`config.mk`:
```
export PLATFORM = sky130hd
export DESIGN_NAME = cep_dout_path_mc
export DESIGN_NICKNAME = d
export VERILOG_FILES = /design/src/rtl/cep_dout_path_mc.sv
export SDC_FILE = /design/constraint.sdc
export NUM_CORES = 1
export LEC_CHECK = 0
export ABC_AREA = 1
export BUFFER_PORTS_ARGS = -buffer_cell sky130_fd_sc_hd__buf_2
export CAP_MARGIN = 20
export CORE_ASPECT_RATIO = 0.7
export CORE_MARGIN = 1
export CORE_UTILIZATION = 45
export CTS_BUF_LIST = sky130_fd_sc_hd__clkbuf_8
export DETAILED_ROUTE_END_ITERATION = 8
export GPL_TIMING_DRIVEN = 1
export PLACE_DENSITY = 0.67
export SYNTH_ARGS = -nofsm -noshare
export SYNTH_HDL_FRONTEND = slang
export SYNTH_SLANG_ARGS = --single-unit
```
`constraint.sdc`:
```
create_clock -name sysClk -period 3.1 [get_ports sysClk]
set_clock_uncertainty 0.2 [all_clocks]
set_input_delay 0.155 -clock sysClk [delete_from_list [all_inputs] [get_ports sysClk]]
set_output_delay 0.155 -clock sysClk [all_outputs]
set_load 0.02 [all_outputs]
```
`src/rtl/cep_dout_path_mc.sv`:
```
// cep_dout_path_mc
// Multi-channel read-data (DOUT) path for CEP wrappers. Each channel carries
// protected memory data through a valid-qualified pipeline, checks even parity
// per subword, applies the READCLEAR zero bypass and strips parity. A shared
// sticky log records the first erroring channel-read, and a saturating counter
// counts erroring channel-reads.
//
// Ports
//   sysClk, sysRstN   clock, asynchronous active-low reset
//   rdValid           per-channel read valid
//   rdAddr            per-channel address tag, travels with the read
//   protPhysDout      per-channel protected data, subword layout {par,data}
//   bypass0s          per-subword force-to-zero (READCLEAR in flight)
//   protChkDisable    suppresses parity errors at the checker stage
//   errClr            clears error log, overflow and counter
//   doutValid         per-channel output valid
//   corrDout          per-channel data, parity stripped, bypass applied
//   parErr            per-subword parity error, zero when doutValid is low
//   errLogValid/Chan/Addr/Word  first-error log
//   errOverflow       an error arrived while the log was already occupied
//   errCount          saturating count of erroring channel-reads
module cep_dout_path_mc #(
  parameter int NUM_CHAN    = 2,
  parameter int DATA_WIDTH  = 32,
  parameter int NUM_WE      = 1,
  parameter int PIPE_STAGES = 1,
  parameter int ADDR_W      = 10,
  parameter int CNT_W       = 8,
  localparam int PROT_W     = DATA_WIDTH + NUM_WE,
  localparam int CHAN_W     = (NUM_CHAN > 1) ? $clog2(NUM_CHAN) : 1
) (
  input  logic                         sysClk,
  input  logic                         sysRstN,
  input  logic [NUM_CHAN-1:0]          rdValid,
  input  logic [NUM_CHAN*ADDR_W-1:0]   rdAddr,
  input  logic [NUM_CHAN*PROT_W-1:0]   protPhysDout,
  input  logic [NUM_CHAN*NUM_WE-1:0]   bypass0s,
  input  logic                         protChkDisable,
  input  logic                         errClr,
  output logic [NUM_CHAN-1:0]          doutValid,
  output logic [NUM_CHAN*DATA_WIDTH-1:0] corrDout,
  output logic [NUM_CHAN*NUM_WE-1:0]   parErr,
  output logic                         errLogValid,
  output logic [CHAN_W-1:0]            errLogChan,
  output logic [ADDR_W-1:0]            errLogAddr,
  output logic [NUM_WE-1:0]            errLogWord,
  output logic                         errOverflow,
  output logic [CNT_W-1:0]             errCount
);

  localparam int SUB_W = DATA_WIDTH / NUM_WE;
  localparam int SUM_W = CNT_W + 4;

  // Stage 0 is the raw input; stage PIPE_STAGES feeds the checker.
  logic [NUM_CHAN-1:0]        stValid [0:PIPE_STAGES];
  logic [NUM_CHAN*PROT_W-1:0] stData  [0:PIPE_STAGES];
  logic [NUM_CHAN*ADDR_W-1:0] stAddr  [0:PIPE_STAGES];
  logic [NUM_CHAN*NUM_WE-1:0] stByp   [0:PIPE_STAGES];

  assign stValid[0] = rdValid;
  assign stData[0]  = protPhysDout;
  assign stAddr[0]  = rdAddr;
  assign stByp[0]   = bypass0s;

  // Pipeline stages: valid always advances, payload loads only for a valid
  // read on that channel so the last read's payload is held between reads.
  for (genvar s = 1; s <= PIPE_STAGES; s++) begin : gStage
    always_ff @(posedge sysClk or negedge sysRstN) begin
      if (!sysRstN) begin
        stValid[s] <= '0;
        stData[s]  <= '0;
        stAddr[s]  <= '0;
        stByp[s]   <= '0;
      end else begin
        stValid[s] <= stValid[s-1];
        for (int c = 0; c < NUM_CHAN; c++) begin
          if (stValid[s-1][c]) begin
            stData[s][c*PROT_W +: PROT_W] <= stData[s-1][c*PROT_W +: PROT_W];
            stAddr[s][c*ADDR_W +: ADDR_W] <= stAddr[s-1][c*ADDR_W +: ADDR_W];
            stByp[s][c*NUM_WE +: NUM_WE]  <= stByp[s-1][c*NUM_WE +: NUM_WE];
          end
        end
      end
    end
  end

  logic [NUM_CHAN-1:0]           chkValid;
  logic [NUM_CHAN*PROT_W-1:0]    chkData;
  logic [NUM_CHAN*ADDR_W-1:0]    chkAddr;
  logic [NUM_CHAN*NUM_WE-1:0]    chkByp;
  logic [NUM_CHAN*NUM_WE-1:0]    chkErr;
  logic [NUM_CHAN*NUM_WE-1:0]    chkErrQ;
  logic [NUM_CHAN*DATA_WIDTH-1:0] chkCorr;
  logic [NUM_CHAN-1:0]           errEvt;

  assign chkValid = stValid[PIPE_STAGES];
  assign chkData  = stData[PIPE_STAGES];
  assign chkAddr  = stAddr[PIPE_STAGES];
  assign chkByp   = stByp[PIPE_STAGES];

  // Checker: even parity over {par,data} per subword. Bypass zeroes the
  // output data only; the parity check still sees the real memory word.
  always_comb begin
    chkErr  = '0;
    chkErrQ = '0;
    chkCorr = '0;
    errEvt  = '0;
    for (int c = 0; c < NUM_CHAN; c++) begin
      for (int k = 0; k < NUM_WE; k++) begin
        chkErr[c*NUM_WE+k] = (^chkData[c*PROT_W + (SUB_W+1)*k +: SUB_W+1]) & ~protChkDisable;
        chkCorr[c*DATA_WIDTH + SUB_W*k +: SUB_W] =
          chkData[c*PROT_W + (SUB_W+1)*k +: SUB_W] & ~{SUB_W{chkByp[c*NUM_WE+k]}};
      end
      chkErrQ[c*NUM_WE +: NUM_WE] = chkErr[c*NUM_WE +: NUM_WE] & {NUM_WE{chkValid[c]}};
      errEvt[c] = chkValid[c] & (|chkErr[c*NUM_WE +: NUM_WE]);
    end
  end

  logic                nextLogValid;
  logic [CHAN_W-1:0]   nextLogChan;
  logic [ADDR_W-1:0]   nextLogAddr;
  logic [NUM_WE-1:0]   nextLogWord;
  logic                nextOverflow;
  logic [CNT_W-1:0]    nextCount;
  logic [SUM_W-1:0]    numErr;
  logic [SUM_W-1:0]    sumCount;
  logic [CHAN_W-1:0]   capChan;
  logic [ADDR_W-1:0]   capAddr;
  logic [NUM_WE-1:0]   capWord;

  // Error log next state. errClr first empties the log, then this cycle's
  // events are applied on top, so a same-cycle error becomes a fresh capture.
  always_comb begin
    numErr  = '0;
    capChan = '0;
    capAddr = '0;
    capWord = '0;
    for (int c = NUM_CHAN - 1; c >= 0; c--) begin
      numErr = numErr + SUM_W'(errEvt[c]);
      if (errEvt[c]) begin
        capChan = CHAN_W'(c);
        capAddr = chkAddr[c*ADDR_W +: ADDR_W];
        capWord = chkErr[c*NUM_WE +: NUM_WE];
      end
    end

    nextLogValid = errClr ? 1'b0 : errLogValid;
    nextLogChan  = errClr ? '0 : errLogChan;
    nextLogAddr  = errClr ? '0 : errLogAddr;
    nextLogWord  = errClr ? '0 : errLogWord;
    nextOverflow = errClr ? 1'b0 : errOverflow;
    nextCount    = errClr ? '0 : errCount;

    sumCount = SUM_W'(nextCount) + numErr;
    if (sumCount > SUM_W'({CNT_W{1'b1}})) begin
      nextCount = {CNT_W{1'b1}};
    end else begin
      nextCount = sumCount[CNT_W-1:0];
    end

    if (numErr != '0) begin
      if (nextLogValid) begin
        nextOverflow = 1'b1;
      end else begin
        nextLogValid = 1'b1;
        nextLogChan  = capChan;
        nextLogAddr  = capAddr;
        nextLogWord  = capWord;
        if (numErr > SUM_W'(1)) begin
          nextOverflow = 1'b1;
        end
      end
    end
  end

  // Output stage and error log share one edge, so a logged error is visible
  // together with the doutValid of the read that caused it.
  always_ff @(posedge sysClk or negedge sysRstN) begin
    if (!sysRstN) begin
      doutValid   <= '0;
      corrDout    <= '0;
      parErr      <= '0;
      errLogValid <= 1'b0;
      errLogChan  <= '0;
      errLogAddr  <= '0;
      errLogWord  <= '0;
      errOverflow <= 1'b0;
      errCount    <= '0;
    end else begin
      doutValid <= chkValid;
      parErr    <= chkErrQ;
      for (int c = 0; c < NUM_CHAN; c++) begin
        if (chkValid[c]) begin
          corrDout[c*DATA_WIDTH +: DATA_WIDTH] <= chkCorr[c*DATA_WIDTH +: DATA_WIDTH];
        end
      end
      errLogValid <= nextLogValid;
      errLogChan  <= nextLogChan;
      errLogAddr  <= nextLogAddr;
      errLogWord  <= nextLogWord;
      errOverflow <= nextOverflow;
      errCount    <= nextCount;
    end
  end

endmodule
```
Yosys cells after proc, flatten, opt, wreduce, memory -nomap -nowiden
Cells that the tools add are included.

operators by class
  $mul = 0
  reduce and logical (&&, ||, !) cells = 3
  bitwise gates (word level) = 9
  shifts and indexed selects = 0
  order comparisons = 2
  eq/ne operators = 0
  div/mod/pow operators = 0
  muxes and demuxes = 23
  add/sub/neg operators = 2

operator list
  cell                                                                   count
  33-bit XOR reduction                                                   2
  32-bit AND                                                             2
  32-bit inverter                                                        2
  10-bit two-way mux                                                     5
  1-bit two-way mux                                                      16
  8-bit two-way mux                                                      2
  12-bit nonzero test                                                    1
  8-bit by 2-bit adder with 9-bit output                                 1
  9-bit by 8-bit > comparator with 1-bit output (second input constant)  1
  1-bit AND                                                              4
  1-bit by 1-bit adder with 2-bit output                                 1
  2-bit by 1-bit > comparator with 1-bit output (second input constant)  1
  1-bit inverter                                                         1

word-level totals
  word-level logic and storage cells = 56
  RAM bits = 0
  memories kept = 0
  input port bits = 94
  output and inout port bits = 90
  register bits after elaboration = 180
  memory bits (read-only) = 0
  latch bits = 0

Logic depth before layout (Yosys ltp)
  word-level depth = 8
  mapped depth = 25
  gate-level depth less buffers = 24

Worst setup path before layout
No wires, ideal clock.

  kind = reg2reg
  from = register stData, in the netlist chkData[59]
  to = register errCount[7]
  path buffers = 1
  cell stages (with the launch flop) = 20
  data arrival time = 2.761 ns
  required time = 2.761 ns
  period minus slack after synthesis = 3.100 ns
  library setup time = 0.139 ns
  setup slack = 0.000 ns
  cells stage by stage = dfrtp_1 xnor2_1 nand2_1 nand2_1 nand2_1 nand2_1 nand2_1 nand2_1 nand2_2 a21oi_1 nor2_2 buf_6 ha_1 inv_1 ha_1 fa_1 nand4_1 nor2_1 nand4_1 o211ai_1

between the ends
  word-level cells in the longest chain between the ends = 7

RTL lines
  item                                           line  source
  start: declaration                             56    logic [NUM_CHAN*PROT_W-1:0] stData [0:PIPE_STAGES];
  start signal: indexed assignment               78    stData[s][c*PROT_W +: PROT_W] <= stData[s-1][c*PROT_W +: PROT_W];
  33-bit XOR reduction (*)                       110   chkErr[c*NUM_WE+k] = (^chkData[c*PROT_W + (SUB_W+1)*k +: SUB_W+1]) & ~protChkDisable;
  1-bit AND (*)                                  110
  1-bit AND (*)                                  n/a
  named net chkErrQ[1]                           92    logic [NUM_CHAN*NUM_WE-1:0] chkErrQ;
  1-bit by 1-bit adder with 2-bit output (*)     139   numErr = numErr + SUM_W'(errEvt[c]);
  8-bit by 2-bit adder with 9-bit output (*)     154   sumCount = SUM_W'(nextCount) + numErr;
  9-bit by 8-bit > comparator with 1-bit output  155   if (sumCount > SUM_W'({CNT_W{1'b1}})) begin
  8-bit two-way mux (*)                          155
  named net nextCount[7]                         124   logic [CNT_W-1:0] nextCount;
  end signal: assignment                         202   errCount <= nextCount;
  end: declaration                               48    output logic [CNT_W-1:0] errCount

Mark *: on every way through the listed nets, which the timed path passes. The rest lies on a longest branch.
A chain may end at the register's enable or synchronous reset.

Worst setup path after layout
  from = register stData, in the netlist chkData[36]
  to = register errCount[4]

between the ends
  word-level cells in the longest chain between the ends = 7

RTL lines
  item                                           line  source
  33-bit XOR reduction (*)                       110
  1-bit AND (*)                                  110
  1-bit AND (*)                                  115   errEvt[c] = chkValid[c] & (|chkErr[c*NUM_WE +: NUM_WE]);
  1-bit by 1-bit adder with 2-bit output (*)     139
  8-bit by 2-bit adder with 9-bit output (*)     154
  9-bit by 8-bit > comparator with 1-bit output  155
  8-bit two-way mux (*)                          155
  named net nextCount[4]                         124

Marked as above.

==> impl_table.tex <==
\begin{tabular}{lr}
\hline
Metric & Value \\
\hline
\multicolumn{2}{l}{\textbf{Run status}} \\
Status & complete, but fails checks \\
Violated checks & DRC, setup timing \\
\multicolumn{2}{l}{\textbf{Critical path}} \\
Category of the most critical setup path & reg2reg \\
Crit-path max FO & 3 \\
Arr. time, crit path & 3410 ps \\
Type of element launching the critical path & flip-flop \\
Worst Path Required & between 3000 and 4000 ps \\
Nature of the critical path endpoint & flip-flop \\
\multicolumn{2}{l}{\textbf{Finish}} \\
Ratio of cells with drive above 1 in the final layout & between 20\% and 30\% \\
Fillers & roughly 1.5k \\
Layout overhead on the synthesized area & 41.2\% \\
Final cell area excluding filler cells & 0.0120 mm\^{}2 \\
Footprint of the multi-input gates & about 0.0037 mm\^{}2 \\
Sequential Area & around 0.0045 mm\^{}2 \\
Count of inserted antenna diode cells & 0 \\
Number of nets in the finished design & $\sim$1.5k \\
\multicolumn{2}{l}{\textbf{Synth}} \\
Cells after Synth & between 1k and 1.5k \\
Main area contributors after synthesis & sky130\_fd\_sc\_hd\_\_dfrtp\_1 53\%, sky130\_fd\_sc\_hd\_\_nand2\_1 22\%, sky130\_fd\_sc\_hd\_\_o21ai\_0 6.8\% \\
Post-synth EDFFs & 0 \\
Number of warnings printed during yosys synthesis & 0 \\
Fraction of registers with async set or reset after synthesis & between 90\% and 100\% \\
Flip-flop and latch count after synthesis & 180 \\
Primary flip-flop cell chosen by synthesis mapping & sky130\_fd\_sc\_hd\_\_dfrtp\_1 \\
Sequential cell area fraction in the yosys report & around 53\% \\
Synth cell count leaders & 503 x sky130\_fd\_sc\_hd\_\_nand2\_1, 180 x sky130\_fd\_sc\_hd\_\_dfrtp\_1, 116 x sky130\_fd\_sc\_hd\_\_o21ai\_0 \\
Syn\_area\_per\_cell & just under 8 um\^{}2 \\
Yosys top cell area share & between 50\% and 60\% \\
Synthesized area & between 0.008 and 0.009 mm\^{}2 \\
Area leader, netlist & sky130\_fd\_sc\_hd\_\_dfrtp\_1 \\
Most numerous cell in the Yosys netlist & sky130\_fd\_sc\_hd\_\_nand2\_1 \\
Total nets after synthesis & between 1k and 1.5k \\
Distinct cell type count of the synthesized netlist & 26 \\
\multicolumn{2}{l}{\textbf{Placed design}} \\
Setup slack after placement & -268 ps \\
Placed cell areas & 0.0101 mm\^{}2 \\
Detailed Place HPWL & approximately 15,000 um \\
\# port buffers & 183 \\
Routability-driven placement congestion ratio & approximately 0.81 \\
\multicolumn{2}{l}{\textbf{Timing}} \\
Crit path time final & approximately 3200 ps \\
Final period utilization & 104\% \\
RSZ-0062 raised after global routing & yes \\
Hold Worst Slack & $\sim$3.8 ps \\
Tightest Pin Transition & 644 ps \\
Final setup violating endpoints & 8 \\
Final hold violation count & 0 \\
Relative slew slack & between 50\% and 60\% \\
Setup slack after layout & -116 ps \\
Achievable frequency & $\sim$310 MHz \\
Max Transition Viols Final & 0 \\
\multicolumn{2}{l}{\textbf{Clock tree}} \\
Library cell used as clock root buffer & sky130\_fd\_sc\_hd\_\_clkbuf\_8 \\
Worst skew pair latency & about 470 ps \\
Total CTS buffers & 17 \\
H-tree level count & 4 \\
Clk slew on worst S/H paths & around 100 ps \\
CTS tree & built \\
Maximum count of clock buffers along a single path & 2 \\
Clock Sinks & 180 \\
\multicolumn{2}{l}{\textbf{Power and ir drop}} \\
Peak supply drop & roughly 0.00032 V \\
Relative contribution of sequential cells to total power & between 40\% and 50\% \\
Portion of total power attributed to the clock network & $\sim$28\% \\
Switching Power & around 2100 uW \\
Switching power share of the total & 33.0\% \\
Power density normalized to cell area & roughly 520 mW/mm\^{}2 \\
Internal power & roughly 4200 uW \\
Leakage power & roughly 0.0065 uW \\
Combinational Power Share & 27.5\% \\
\multicolumn{2}{l}{\textbf{GRT}} \\
Remaining global-route overflow & 0 \\
Number of antenna violations at the first check in global routing & 0 \\
Wire length of the first global-routing pass & between 30,000 and 40,000 um \\
Vias in the first global route & approximately 7.7k \\
Maximum number of pins on one net before global-route repair & 86 \\
GRT Resource Usage Total & approximately a quarter \\
\multicolumn{2}{l}{\textbf{Drt}} \\
Drt first pass iters & 7 \\
Starting DRC count in detailed routing & 550 \\
Drt drc & 9 \\
Routed via count & approximately 8.1k \\
Average wire per standard cell & $\sim$13 um \\
Total Routed Length & roughly 23,000 um \\
Antenna-violating nets left & 0 \\
Ratio of routed vias to standard cells & slightly below 5 \\
\multicolumn{2}{l}{\textbf{Worst hold path}} \\
Tightest Hold Check Type & in2reg \\
\multicolumn{2}{l}{\textbf{Die}} \\
\# IOs & roughly 180 \\
Die extent in x & $\sim$170 um \\
Initial Util & a little under half \\
Area of the core & roughly 0.018 mm\^{}2 \\
\# rows & 41 \\
DIE AREA & $\sim$0.019 mm\^{}2 \\
Die Height & $\sim$120 um \\
\multicolumn{2}{l}{\textbf{Run}} \\
Max-cap violations & 0 \\
\hline
\end{tabular}
## worst paths after layout
kind                             startpoint      endpoint  slack (ps)  depth (start not counted)
worst min register to register  chkValid[0]  doutValid[0]         210                          0
max in group asynchronous           sysRstN  corrDout[44]        1770                          3
worst max register to register  chkData[36]   errCount[4]        -120                         20
worst max-delay path            chkData[36]   errCount[4]        -120                         20
min in group asynchronous           sysRstN  corrDout[34]          60                          2
worst min-delay path             rdValid[1]   chkData[47]           4                          2
## per-layer routing
layer / share of wire [%] / vias up / GRT usage [%]
li1: - / 4061 / -
met1: 49 / 3796 / 33.6
met2: 45 / 190 / 39.5
met3: 5.1 / 20 / 5.58
met4: 1.1 / 0 / 5.74
met5: 0 / - / 0
## critical path, stage by stage, from the launching register on
cell and delay [ps]:
sky130_fd_sc_hd__dfrtp_2 460, sky130_fd_sc_hd__xor2_2 220, sky130_fd_sc_hd__nand2_1 110, sky130_fd_sc_hd__nand2_1 80
sky130_fd_sc_hd__nand2_1 60, sky130_fd_sc_hd__nand2_2 110, sky130_fd_sc_hd__nand2_2 60, sky130_fd_sc_hd__nand2_2 70
sky130_fd_sc_hd__nand2_4 60, sky130_fd_sc_hd__nand3_2 70, sky130_fd_sc_hd__nand2_2 60, sky130_fd_sc_hd__nor2_4 180
sky130_fd_sc_hd__ha_4 240, sky130_fd_sc_hd__inv_4 60, sky130_fd_sc_hd__ha_4 130, sky130_fd_sc_hd__fa_2 210
sky130_fd_sc_hd__nand4_1 160, sky130_fd_sc_hd__nor2_2 170, sky130_fd_sc_hd__nand4_1 160, sky130_fd_sc_hd__buf_4 180
sky130_fd_sc_hd__o21ai_1 60
## placed cells by master (no fill, tap or decap), types with 2 or more instances in the layout
cell,synthesis,final
sky130_fd_sc_hd__dlygate4sd3_1,0,103
sky130_fd_sc_hd__clkbuf_8,0,19
sky130_fd_sc_hd__xor2_1,11,7
sky130_fd_sc_hd__inv_2,0,14
sky130_fd_sc_hd__nand2_2,1,27
sky130_fd_sc_hd__xnor2_1,9,3
sky130_fd_sc_hd__clkinv_2,0,2
sky130_fd_sc_hd__o21ai_0,116,115
sky130_fd_sc_hd__ha_4,0,3
sky130_fd_sc_hd__dfrtp_1,180,173
sky130_fd_sc_hd__buf_2,0,182
sky130_fd_sc_hd__buf_4,2,81
sky130_fd_sc_hd__dfrtp_2,0,7
sky130_fd_sc_hd__nand3_2,5,9
sky130_fd_sc_hd__o31ai_1,32,32
sky130_fd_sc_hd__bufinv_16,0,4
sky130_fd_sc_hd__nor2_1,26,24
sky130_fd_sc_hd__inv_6,0,2
sky130_fd_sc_hd__mux2_2,15,15
sky130_fd_sc_hd__buf_6,1,3
sky130_fd_sc_hd__xnor2_2,0,6
sky130_fd_sc_hd__xor2_2,0,4
sky130_fd_sc_hd__nand3_1,17,12
sky130_fd_sc_hd__buf_12,0,2
sky130_fd_sc_hd__nand2_4,0,2
sky130_fd_sc_hd__nor2_2,1,2
sky130_fd_sc_hd__nand2_1,503,475
sky130_fd_sc_hd__inv_1,107,94
sky130_fd_sc_hd__nand4_1,2,2
## what timing repair did
action	CTS	global route
resized for setup	46	40
hold buffers	103	0
buffers inserted	9	9
endpoints found under the setup margin	8	17
pin swaps	16	21
endpoints found under the hold margin	177	0
## final cells by class
| type | count | share of cell area, % |
|---|---|---|
| sequential | 180 | 37.6 |
| multi-input combinational | 750 | 30.8 |
| timing repair buffer | 373 | 22.1 |
| inverter | 108 | 3.40 |
| tap | 236 | 2.46 |
| clock buffer | 18 | 2.06 |
| clock inverter | 13 | 1.52 |
## through the flow
| stage | std cells | total power [uW] | utilization (%) | TNS, ps |
|---|---|---|---|---|
| 2_1_floorplan | 1076 | 3690 | - | 0 |
| 3_3_place_gp | 1525 | 4230 | 55.3 | -1140 |
| 3_5_place_dp | 1525 | 4260 | 55.3 | -1770 |
| 4_1_cts | 1668 | 6190 | 64.7 | -171 |
| 5_1_grt | 1678 | 6630 | 65.7 | -2270 |
| 6_report | 1678 | 6250 | 65.7 | -695 |
## kinds of logic after synthesis
group	after synthesis	share of synthesized area (%)
and+or+nand+nor	557	25.4
buffers and inverters	146	6.63
AOI/OAI and AO/OA	152	9.97
muxes	15	1.99
xor gates and xnor gates	20	2.06
adders and majority gates	6	0.972
DFF	180	53.0
## flip-flops by register name (all words and copies together), names as in the netlist, 2 cells and up
| register | flops |
|---|---|
| chkAddr | 20 |
| chkByp | 2 |
| chkData | 66 |
| chkValid | 2 |
| corrDout | 64 |
| doutValid | 2 |
| errCount | 8 |
| errLogAddr | 10 |
| parErr | 2 |
## power groups by stage
stage	Clock, uW	Sequential, uW	Combinational (uW)
finish	1770	2760	1720
global route	1910	2800	1920
CTS	1800	2760	1640
detailed placement	0	2790	1470
global placement	0	2790	1440
floorplan	0	2940	748
Note: power is estimated with default switching activity, not from simulation.
